## config.mk

```make
export PLATFORM = sky130hd
export DESIGN_NAME = mem_arbiter_flat
export DESIGN_NICKNAME = d
export VERILOG_FILES = /design/src/rtl/mem_arbiter_if.sv /design/src/rtl/mem_arbiter.sv /design/src/flat_wrapper.sv
export SDC_FILE = /design/constraint.sdc
export NUM_CORES = 1
export LEC_CHECK = 0
export BUFFER_PORTS_ARGS = -buffer_cell sky130_fd_sc_hd__buf_4
export CAP_MARGIN = 20
export CORE_AREA = 4 4 676 678
export CTS_BUF_LIST = sky130_fd_sc_hd__clkbuf_2
export DETAILED_ROUTE_END_ITERATION = 12
export DIE_AREA = 0 0 680 682
export PLACE_DENSITY_LB_ADDON = 0.05
export SYNTH_ARGS = -nofsm -noshare
export SYNTH_HDL_FRONTEND = slang
export SYNTH_SLANG_ARGS = --single-unit
```

## constraint.sdc

```tcl
create_clock -name clk -period 21.3 [get_ports clk]
set_clock_uncertainty 0.15 [all_clocks]
set_input_delay 2.13 -clock clk [delete_from_list [all_inputs] [get_ports clk]]
set_output_delay 2.13 -clock clk [all_outputs]
set_load 0.005 [all_outputs]
```

## src/rtl/mem_arbiter_if.sv

```systemverilog
// Handshake bundle between the two cache ports, the arbiter and the memory-fetch unit.
// The slave modport is the arbiter's view; master is the view of whatever drives the caches and memory.
interface mem_arbiter_if #(
    parameter int WORDSZ  = 64,
    parameter int BLOCKSZ = 512
);
    logic               i_req;
    logic [WORDSZ-1:0]  i_addr;
    logic               i_valid;
    logic [BLOCKSZ-1:0] i_data;

    logic               d_req;
    logic [WORDSZ-1:0]  d_addr;
    logic               d_valid;
    logic [BLOCKSZ-1:0] d_data;

    logic [WORDSZ-1:0]  mem_address;
    logic               mem_start_req;
    logic [BLOCKSZ-1:0] mem_data_in;
    logic               mem_data_valid;

    // Valid/ready contract: a requester raises req with a stable addr and keeps both until its
    // one-cycle valid pulse, dropping req at the edge that samples valid=1. The memory side
    // receives a one-cycle mem_start_req and answers with a one-cycle mem_data_valid.
    modport slave (
        input  i_req, i_addr, d_req, d_addr, mem_data_in, mem_data_valid,
        output i_valid, i_data, d_valid, d_data, mem_address, mem_start_req
    );

    modport master (
        output i_req, i_addr, d_req, d_addr, mem_data_in, mem_data_valid,
        input  i_valid, i_data, d_valid, d_data, mem_address, mem_start_req
    );
endinterface

```

## src/rtl/mem_arbiter.sv

```systemverilog
// Two-port (icache/dcache) line-read arbiter in front of a single memory-fetch unit.
// Round-robin on contention, one outstanding transaction, all outputs registered.
module mem_arbiter #(
    parameter int WORDSZ  = 64,
    parameter int BLOCKSZ = 512
) (
    input  logic         clk,
    input  logic         reset,
    mem_arbiter_if.slave bus,
    output logic         busy,
    output logic         grant_id,
    output logic [1:0]   dbg_state
);

    typedef enum logic [1:0] {
        IDLE  = 2'd0,
        ISSUE = 2'd1,
        WAIT  = 2'd2,
        RESP  = 2'd3
    } state_e;

    localparam logic [WORDSZ-1:0] LINE_MASK = ~(WORDSZ'(6'h3f));

    state_e             state_q, state_d;
    logic               last_grant_q, last_grant_d;
    logic               grant_id_q, grant_id_d;
    logic               busy_q, busy_d;
    logic [WORDSZ-1:0]  mem_address_q, mem_address_d;
    logic               mem_start_q, mem_start_d;
    logic               i_valid_q, i_valid_d;
    logic               d_valid_q, d_valid_d;
    logic [BLOCKSZ-1:0] line_q, line_d;

    logic               any_req;
    logic               winner;
    logic [WORDSZ-1:0]  winner_addr;

    // On contention the port that did not win last time goes next; a lone requester always wins.
    always_comb begin
        any_req     = bus.i_req | bus.d_req;
        winner      = (bus.i_req && bus.d_req) ? ~last_grant_q : bus.d_req;
        winner_addr = winner ? bus.d_addr : bus.i_addr;
    end

    always_comb begin
        state_d       = state_q;
        last_grant_d  = last_grant_q;
        grant_id_d    = grant_id_q;
        busy_d        = busy_q;
        mem_address_d = mem_address_q;
        mem_start_d   = 1'b0;
        i_valid_d     = 1'b0;
        d_valid_d     = 1'b0;
        line_d        = line_q;

        case (state_q)
            IDLE: begin
                if (any_req) begin
                    state_d       = ISSUE;
                    last_grant_d  = winner;
                    grant_id_d    = winner;
                    busy_d        = 1'b1;
                    mem_address_d = winner_addr & LINE_MASK;
                    mem_start_d   = 1'b1;
                end
            end
            ISSUE: begin
                state_d = WAIT;
            end
            WAIT: begin
                // No timeout: the fetch unit is trusted to answer eventually.
                if (bus.mem_data_valid) begin
                    state_d       = RESP;
                    line_d        = bus.mem_data_in;
                    mem_address_d = '0;
                    i_valid_d     = ~grant_id_q;
                    d_valid_d     = grant_id_q;
                end
            end
            RESP: begin
                state_d    = IDLE;
                grant_id_d = 1'b0;
                busy_d     = 1'b0;
            end
            default: begin
                state_d       = IDLE;
                grant_id_d    = 1'b0;
                busy_d        = 1'b0;
                mem_address_d = '0;
            end
        endcase
    end

    // Reset abandons any transaction in flight, including the captured line.
    always_ff @(posedge clk or posedge reset) begin
        if (reset) begin
            state_q       <= IDLE;
            last_grant_q  <= 1'b1;
            grant_id_q    <= 1'b0;
            busy_q        <= 1'b0;
            mem_address_q <= '0;
            mem_start_q   <= 1'b0;
            i_valid_q     <= 1'b0;
            d_valid_q     <= 1'b0;
            line_q        <= '0;
        end else begin
            state_q       <= state_d;
            last_grant_q  <= last_grant_d;
            grant_id_q    <= grant_id_d;
            busy_q        <= busy_d;
            mem_address_q <= mem_address_d;
            mem_start_q   <= mem_start_d;
            i_valid_q     <= i_valid_d;
            d_valid_q     <= d_valid_d;
            line_q        <= line_d;
        end
    end

    assign bus.i_valid       = i_valid_q;
    assign bus.d_valid       = d_valid_q;
    assign bus.i_data        = line_q;
    assign bus.d_data        = line_q;
    assign bus.mem_address   = mem_address_q;
    assign bus.mem_start_req = mem_start_q;
    assign busy              = busy_q;
    assign grant_id          = grant_id_q;
    assign dbg_state         = state_q;

    a_one_valid: assert property (@(posedge clk) disable iff (reset)
        !(i_valid_q && d_valid_q));
    a_start_in_issue: assert property (@(posedge clk) disable iff (reset)
        mem_start_q == (state_q == ISSUE));
    a_valid_in_resp: assert property (@(posedge clk) disable iff (reset)
        (i_valid_q || d_valid_q) |-> (state_q == RESP));
    a_busy_not_idle: assert property (@(posedge clk) disable iff (reset)
        busy_q == (state_q != IDLE));

endmodule

```

## src/flat_wrapper.sv

```systemverilog
// flat-port wrapper written by rule: the top's interface ports become plain ports
module mem_arbiter_flat 
#(
    parameter int WORDSZ  = 64,
    parameter int BLOCKSZ = 512
)
  (clk, reset, busy, grant_id, dbg_state, bus_i_req, bus_i_addr, bus_d_req, bus_d_addr, bus_mem_data_in, bus_mem_data_valid, bus_i_valid, bus_i_data, bus_d_valid, bus_d_data, bus_mem_address, bus_mem_start_req);
  mem_arbiter_if #(.WORDSZ(WORDSZ), .BLOCKSZ(BLOCKSZ)) bus_i ();
  input  logic clk;
  input  logic reset;
  output logic busy;
  output logic grant_id;
  output logic [1:0] dbg_state;
  input wire logic [$bits(bus_i.i_req)-1:0] bus_i_req;
  input wire logic [$bits(bus_i.i_addr)-1:0] bus_i_addr;
  input wire logic [$bits(bus_i.d_req)-1:0] bus_d_req;
  input wire logic [$bits(bus_i.d_addr)-1:0] bus_d_addr;
  input wire logic [$bits(bus_i.mem_data_in)-1:0] bus_mem_data_in;
  input wire logic [$bits(bus_i.mem_data_valid)-1:0] bus_mem_data_valid;
  output wire logic [$bits(bus_i.i_valid)-1:0] bus_i_valid;
  output wire logic [$bits(bus_i.i_data)-1:0] bus_i_data;
  output wire logic [$bits(bus_i.d_valid)-1:0] bus_d_valid;
  output wire logic [$bits(bus_i.d_data)-1:0] bus_d_data;
  output wire logic [$bits(bus_i.mem_address)-1:0] bus_mem_address;
  output wire logic [$bits(bus_i.mem_start_req)-1:0] bus_mem_start_req;
  assign bus_i.i_req = bus_i_req;
  assign bus_i.i_addr = bus_i_addr;
  assign bus_i.d_req = bus_d_req;
  assign bus_i.d_addr = bus_d_addr;
  assign bus_i.mem_data_in = bus_mem_data_in;
  assign bus_i.mem_data_valid = bus_mem_data_valid;
  assign bus_i_valid = bus_i.i_valid;
  assign bus_i_data = bus_i.i_data;
  assign bus_d_valid = bus_i.d_valid;
  assign bus_d_data = bus_i.d_data;
  assign bus_mem_address = bus_i.mem_address;
  assign bus_mem_start_req = bus_i.mem_start_req;
  mem_arbiter #(.WORDSZ(WORDSZ), .BLOCKSZ(BLOCKSZ)) u_core (.clk(clk), .reset(reset), .bus(bus_i), .busy(busy), .grant_id(grant_id), .dbg_state(dbg_state));
endmodule
```

; Word level (Yosys, flattened, before mapping)
; Index checks and enable logic that the tools add are counted.
[totals]
word_cells = 44
regBits = 584
output_inout_bits = 1095
input_bits = 645
[op_classes]
reduce_logical = 9
bitwise_logic = 3
n_eq_ne = 5
muxes = 18
[op_table]
columns = operator, n
row1 = $mux 64, 3
row2 = $pmux 64 s2, 1
row3 = $mux 1, 9
row4 = $pmux 2 s4, 1
row5 = $reduce_and 2->1, 4
row6 = $eq 2x2->1 const B, 2
row7 = $mux 2, 2
row8 = $pmux 1 s2, 2
row9 = $reduce_bool 2->1, 2
row10 = $reduce_and 3->1, 1
row11 = $eq 2x1->1 const B, 1
row12 = $logic_not 2->1, 1
row13 = $ne 2x1->1 const B, 1
row14 = $ne 2x2->1 const B, 1
row15 = $not 1->1, 2
row16 = $logic_and 1x1->1, 1
row17 = $or 1x1->1, 1

; Depth between registers and ports, before layout
[depth]
word_depth = 5
depth_mapped = 8
depth_no_buf = 5

; Worst setup path after synthesis
; OpenSTA, ideal clock, no wires.
[synth_timing]
kind = input to register
from = input bus_d_req
to = register u_core.mem_address_q[10] (netlist: u_core.bus.mem_address[10])
stages = 5
setup_ps = 126
t_arrival_ps = 2966
path_slack_ps = 18058
path_buffers = 2
required_time_ps = 21024
cell_sequence = a21boi_2 > buf_6 > buf_4 > mux2i_1 > o2bb2ai_2
[synth_between]
elab_chain_cells = 5
elab_cells_between_ends = 8
classes_between = eq/ne: 1 / mux: 4 / bitwise: 1 / reduce/logical: 2
[synth_lines]
columns = element, line_no
row1 = "start, declared", flat_wrapper.sv:16  ; input wire logic [$bits(bus_i.d_req)-1:0] bus_d_req;
row2 = $logic_and 1x1->1, mem_arbiter.sv:41  ; winner = (bus.i_req && bus.d_req) ? ~last_grant_q : bus.d_req;
row3 = $mux 1, mem_arbiter.sv:41
row4 = $mux 64, mem_arbiter.sv:42  ; winner_addr = winner ? bus.d_addr : bus.i_addr;
row5 = $mux 64, mem_arbiter.sv:58  ; if (any_req) begin
row6 = $pmux 64 s2, mem_arbiter.sv:56  ; case (state_q)
row7 = "end signal, assigned", mem_arbiter.sv:111  ; mem_address_q <= mem_address_d;
row8 = "end, declared", mem_arbiter.sv:28  ; logic [WORDSZ-1:0] mem_address_q, mem_address_d;
; Parallel ways exist; a longest one is shown, timed or not. The select of a mux whose other input is x is not followed.
; A chain may end at the register's enable or synchronous reset.

; Worst setup path in the final report
[layout_timing]
from = register u_core.state_q[1] (netlist: u_core.dbg_state[1])
to = register u_core.line_q[325] (netlist: u_core.bus.d_data[325])
[layout_between]
elab_chain_cells = 2
[layout_lines]
columns = element, line_no
row1 = "start, declared", mem_arbiter.sv:24  ; state_e state_q, state_d;
row2 = "start signal, assigned", mem_arbiter.sv:107  ; state_q <= state_d;
row3 = $eq 2x2->1, mem_arbiter.sv:56
row4 = $reduce_and 2->1 (no line), n/a
row5 = "end signal, assigned", mem_arbiter.sv:115  ; line_q <= line_d;
row6 = "end, declared", mem_arbiter.sv:32  ; logic [BLOCKSZ-1:0] line_q, line_d;
; Every way passes these cells.

==> metrics list <==
- Vias in the first global route: between 20000 and 25000
* Outcome: finished clean
- The first global-routing pass estimated 277000 µm of wire.
* Beginning of the worst register-to-register path: u_core.dbg_state[1]
- Min-Delay Endpoint: u_core.bus.mem_address[19]
- Row cnt: 247
- The complex-gate fraction of the synthesized area came to 0.0248.
* Total congestion overflow: 0
- Root Driver: sky130_fd_sc_hd__clkbuf_2
- Fraction of synthesized cell area taken by the top area cell type: 0.558
- The first detailed-routing pass ran for 4 iterations.
* Number of nets in the final layout: 4194
* Clock tree from TritonCTS: done
- The share of total power dissipated in combinational logic is 0.449.
- By area, the combinational part of the netlist is dominated by multiplexers.
- Worst Setup Path Type: flip-flop to flip-flop
* Io pins: between 1500 and 2000
* Overall fraction of global-route tracks in use: 0.0926
- Reg-to-reg endpoint: u_core.bus.d_data[325]
* Pin slew with the least headroom to its limit: 0.931 ns
- The first routing iteration left ~520 violations.
- Pin count of the biggest net entering global routing: 90
- Summing every instance area after synthesis gives between 20000 and 30000 µm².
* Final ANT Viol Nets: 0
* Core ar.: ~450000 µm²
* Power per cell area: 142 nW/µm²
- A synthesized cell averages 14.1 µm².
- Summed over all nets, the half-perimeter wirelength after detailed placement is 190000 µm.
- VDD sags by at most 0.0531 mV.
- Number of hold-slack violations in the final timing report: 0
- For this run, the top clock speed supported by timing is about 190 MHz.
- Fraction of synthesized area in multiplexers: 0.246
- Die Wd: 680 µm
- Final GP Congestion: ~0.7
- Worst min-delay path category: flip-flop to flip-flop
- For this design the total switching power over the nets is 0.00282 W.
- Endpoints failing setup: 0
- The H-tree was split into 4 levels.
- After detailed routing, the average wire length per cell comes to 23.2 µm.
- Max Fanout on Critical Path: 83
* Effective utilization at floorplan: 0.0574
- After clock tree synthesis, the clock-pin slew on the worst setup and hold paths is 0.08 ns.
* Switching part of the total power: 0.417
* Most frequent standard cell in the layout excluding fill and tap cells: sky130_fd_sc_hd__buf_4
- Adder and majority cell fraction of the synthesized area: 0.00193
- Final Critical Period: ~5.3 ns
- CTS Buffer Depth: 4
- STA puts the critical path data arrival time at 6.62 ns.
- Clock power frac: 0.166
* Sink count of the clock tree: 578
* Clock network latency to the later pin of the worst-skew pair: between 1.5 and 2 ns
* Routed WL: 225000 µm
- After filler insertion, the fill cell instance count of the layout stands at 52042.
- Count of cell types in the netlist: 27
- Drt drc: 0
* Flip-flop and latch count after synthesis: a little under 600
- For the worst setup path, the data required time is 22.62 ns.
* Pins Over Slew Limit: 0
* Reg-to-reg slack, setup: 16.01 ns
* Post-DR vias/cell: around 2.2
- Post-synthesis instance total: approximately 1800
- During synthesis, Yosys emitted a total of 0 warnings.
- Vias: roughly 22000
* Layout cell share with drive strength beyond 1: 0.711
- Buffers inserted during clock tree synthesis total 225.
* Number of cells traversed by the worst register-to-register path: 7
- Fraction of synthesized cell area in xor and xnor cells: 0
- Kind of end point of the critical path: flip-flop
* Most area-consuming cells after synthesis: sky130_fd_sc_hd__dfrtp_1 (56%), sky130_fd_sc_hd__mux2_2 (22%), sky130_fd_sc_hd__buf_4 (15%), sky130_fd_sc_hd__mux2i_1 (2.2%), sky130_fd_sc_hd__o2bb2ai_1 (1.6%)
- Count of buffers from port buffering: around 1700
- In the layout the commonest cells are sky130_fd_sc_hd__buf_4 (1745), sky130_fd_sc_hd__dfrtp_1 (577), sky130_fd_sc_hd__mux2_2 (513).
* Post-cts resize count: 0
* Startpoint of the most critical hold path: u_core.bus.mem_address[19]
- Of the total synthesized cell area, the portion taken by AND, OR, NAND and NOR gates is 0.00242.
- The die covers 464000 µm².
- Initial antenna violation count: 171
- The share of the Yosys chip area taken by registers is 0.559.
- Hold path cells: 1
- Crit start category: flip-flop
* Leakage component of the power: 21.0 nW
* Unrepaired setup endpoints after global routing: false
* Post-route setup TNS: 0 ns
- Cell internal power was estimated by the tool at 0.00394 W.
- Worst-case headroom to the max-slew limit: 0.380
* Proportion of power drawn by flip-flops and latches: 0.384
- Count of max-cap constraint violations: 0
- Area growth, synth to finish: 84.0%
- Period utilization: 0.249
- The die is 682 µm tall.
* Dominant cell type by area after synthesis: sky130_fd_sc_hd__dfrtp_1
- Worst hold slack: ~0.34 ns
## flip-flops by register name (all words and copies together), names as in the netlist
| register | count |
|---|---|
| u_core.bus.mem_address | 58 |
| u_core.bus.mem_start_req | 1 |
| u_core.bus.i_valid | 1 |
| u_core.last_grant_q | 1 |
| u_core.busy | 1 |
| u_core.dbg_state | 2 |
| u_core.grant_id | 1 |
| u_core.bus.d_data | 512 |
| u_core.bus.d_valid | 1 |
## per-layer routing
metal,track usage,part of all wire
met1,0.0987,0.37
met4,0.0193,0.022
met3,0.0351,0.081
met5,0,0.0031
met2,0.172,0.53
## worst max-delay path by stage
stage	startpoint	cells past startpoint	to
finish	u_core.dbg_state[1]	7	u_core.bus.d_data[325]
global route	u_core.dbg_state[1]	7	u_core.bus.d_data[345]
CTS	u_core.dbg_state[1]	7	u_core.bus.d_data[320]
detailed placement	bus_mem_data_valid	7	u_core.bus.d_data[454]
global placement	bus_mem_data_valid	7	u_core.bus.d_data[424]
floorplan	reset	1	u_core.bus.d_data[0]
## cells by family (layout without fill, tap and decap cells)
family	after synthesis	in the layout
compound gates	68	68
fa+ha+maj	4	4
simple gates	11	11
other cells	1	70
flops	578	578
buf+inv	597	2455
mux	571	571
## power groups by stage
stage / Combinational (W) / Sequential (W) / Clock [W]
6_report: 0.00304 / 0.00260 / 0.00113
4_1_cts: 0.00316 / 0.00269 / 0.00128
5_1_grt: 0.00326 / 0.00271 / 0.00130
2_1_floorplan: 0.00158 / 0.00206 / 0
3_3_place_gp: 0.00315 / 0.00270 / 0
3_5_place_dp: 0.00309 / 0.00270 / 0
## synth_stat cells
master,count
sky130_fd_sc_hd__o21a_1,1
sky130_fd_sc_hd__buf_2,65
sky130_fd_sc_hd__inv_1,4
sky130_fd_sc_hd__a21boi_2,1
sky130_fd_sc_hd__nor3b_2,1
sky130_fd_sc_hd__o21ai_0,2
sky130_fd_sc_hd__dfrtp_1,577
sky130_fd_sc_hd__mux2_2,513
sky130_fd_sc_hd__mux2i_1,58
sky130_fd_sc_hd__o2bb2ai_1,48
sky130_fd_sc_hd__o32a_1,1
sky130_fd_sc_hd__and3_1,1
sky130_fd_sc_hd__nor2_1,3
sky130_fd_sc_hd__nand2b_2,1
sky130_fd_sc_hd__o2bb2ai_2,10
sky130_fd_sc_hd__conb_1,1
sky130_fd_sc_hd__a21oi_1,2
sky130_fd_sc_hd__a31oi_1,2
sky130_fd_sc_hd__nand2_1,3
sky130_fd_sc_hd__dfstp_2,1
sky130_fd_sc_hd__nand2_2,1
sky130_fd_sc_hd__buf_4,519
sky130_fd_sc_hd__buf_6,5
sky130_fd_sc_hd__nor2b_1,1
sky130_fd_sc_hd__a211o_2,1
sky130_fd_sc_hd__clkbuf_1,4
sky130_fd_sc_hd__ha_1,4
## critical path, cell delays in order (launching register included)
cell and delay (ns):
sky130_fd_sc_hd__dfrtp_1 0.44, sky130_fd_sc_hd__ha_1 0.36, sky130_fd_sc_hd__nand2_8 0.63, sky130_fd_sc_hd__buf_4 0.61, sky130_fd_sc_hd__buf_4 0.74, sky130_fd_sc_hd__buf_4 0.65, sky130_fd_sc_hd__buf_4 0.78, sky130_fd_sc_hd__mux2_2 0.41
## stage by stage
step / instances / utilization / power (W) / cell area [µm²] / setup WS (ns)
global route: 9695 / 0.105 / 0.00727 / 47500 / 15.49
floorplan: 1835 / - / 0.00364 / 25900 / 2.85
detailed placement: 8964 / 0.0936 / 0.00579 / 42300 / 14.37
finish: 9733 / 0.106 / 0.00676 / 47600 / 16.01
global placement: 8964 / 0.0936 / 0.00585 / 42300 / 14.36
CTS: 9669 / 0.105 / 0.00713 / 47500 / 15.62
## final cells by class
class,instances,area (µm²),share of cell area
Timing Repair Buffer,2076,16400,0.345
Sequential cell,578,14500,0.304
Tap cell,5976,7480,0.157
Multi-Input combinational cell,660,7170,0.150
Clock buffer,341,1710,0.0358
Clock inverter,34,206,0.00433
Antenna cell,64,160,0.00336
Inverter,4,22.5,0.000473
## what timing repair did
| item | 4_1_cts | 5_1_grt |
|---|---|---|
| setup buffers | 0 | 0 |
| hold buffers | 330 | 0 |
| endpoints found under the hold margin | 344 | 0 |
Note: power is estimated with default switching activity, not from simulation.
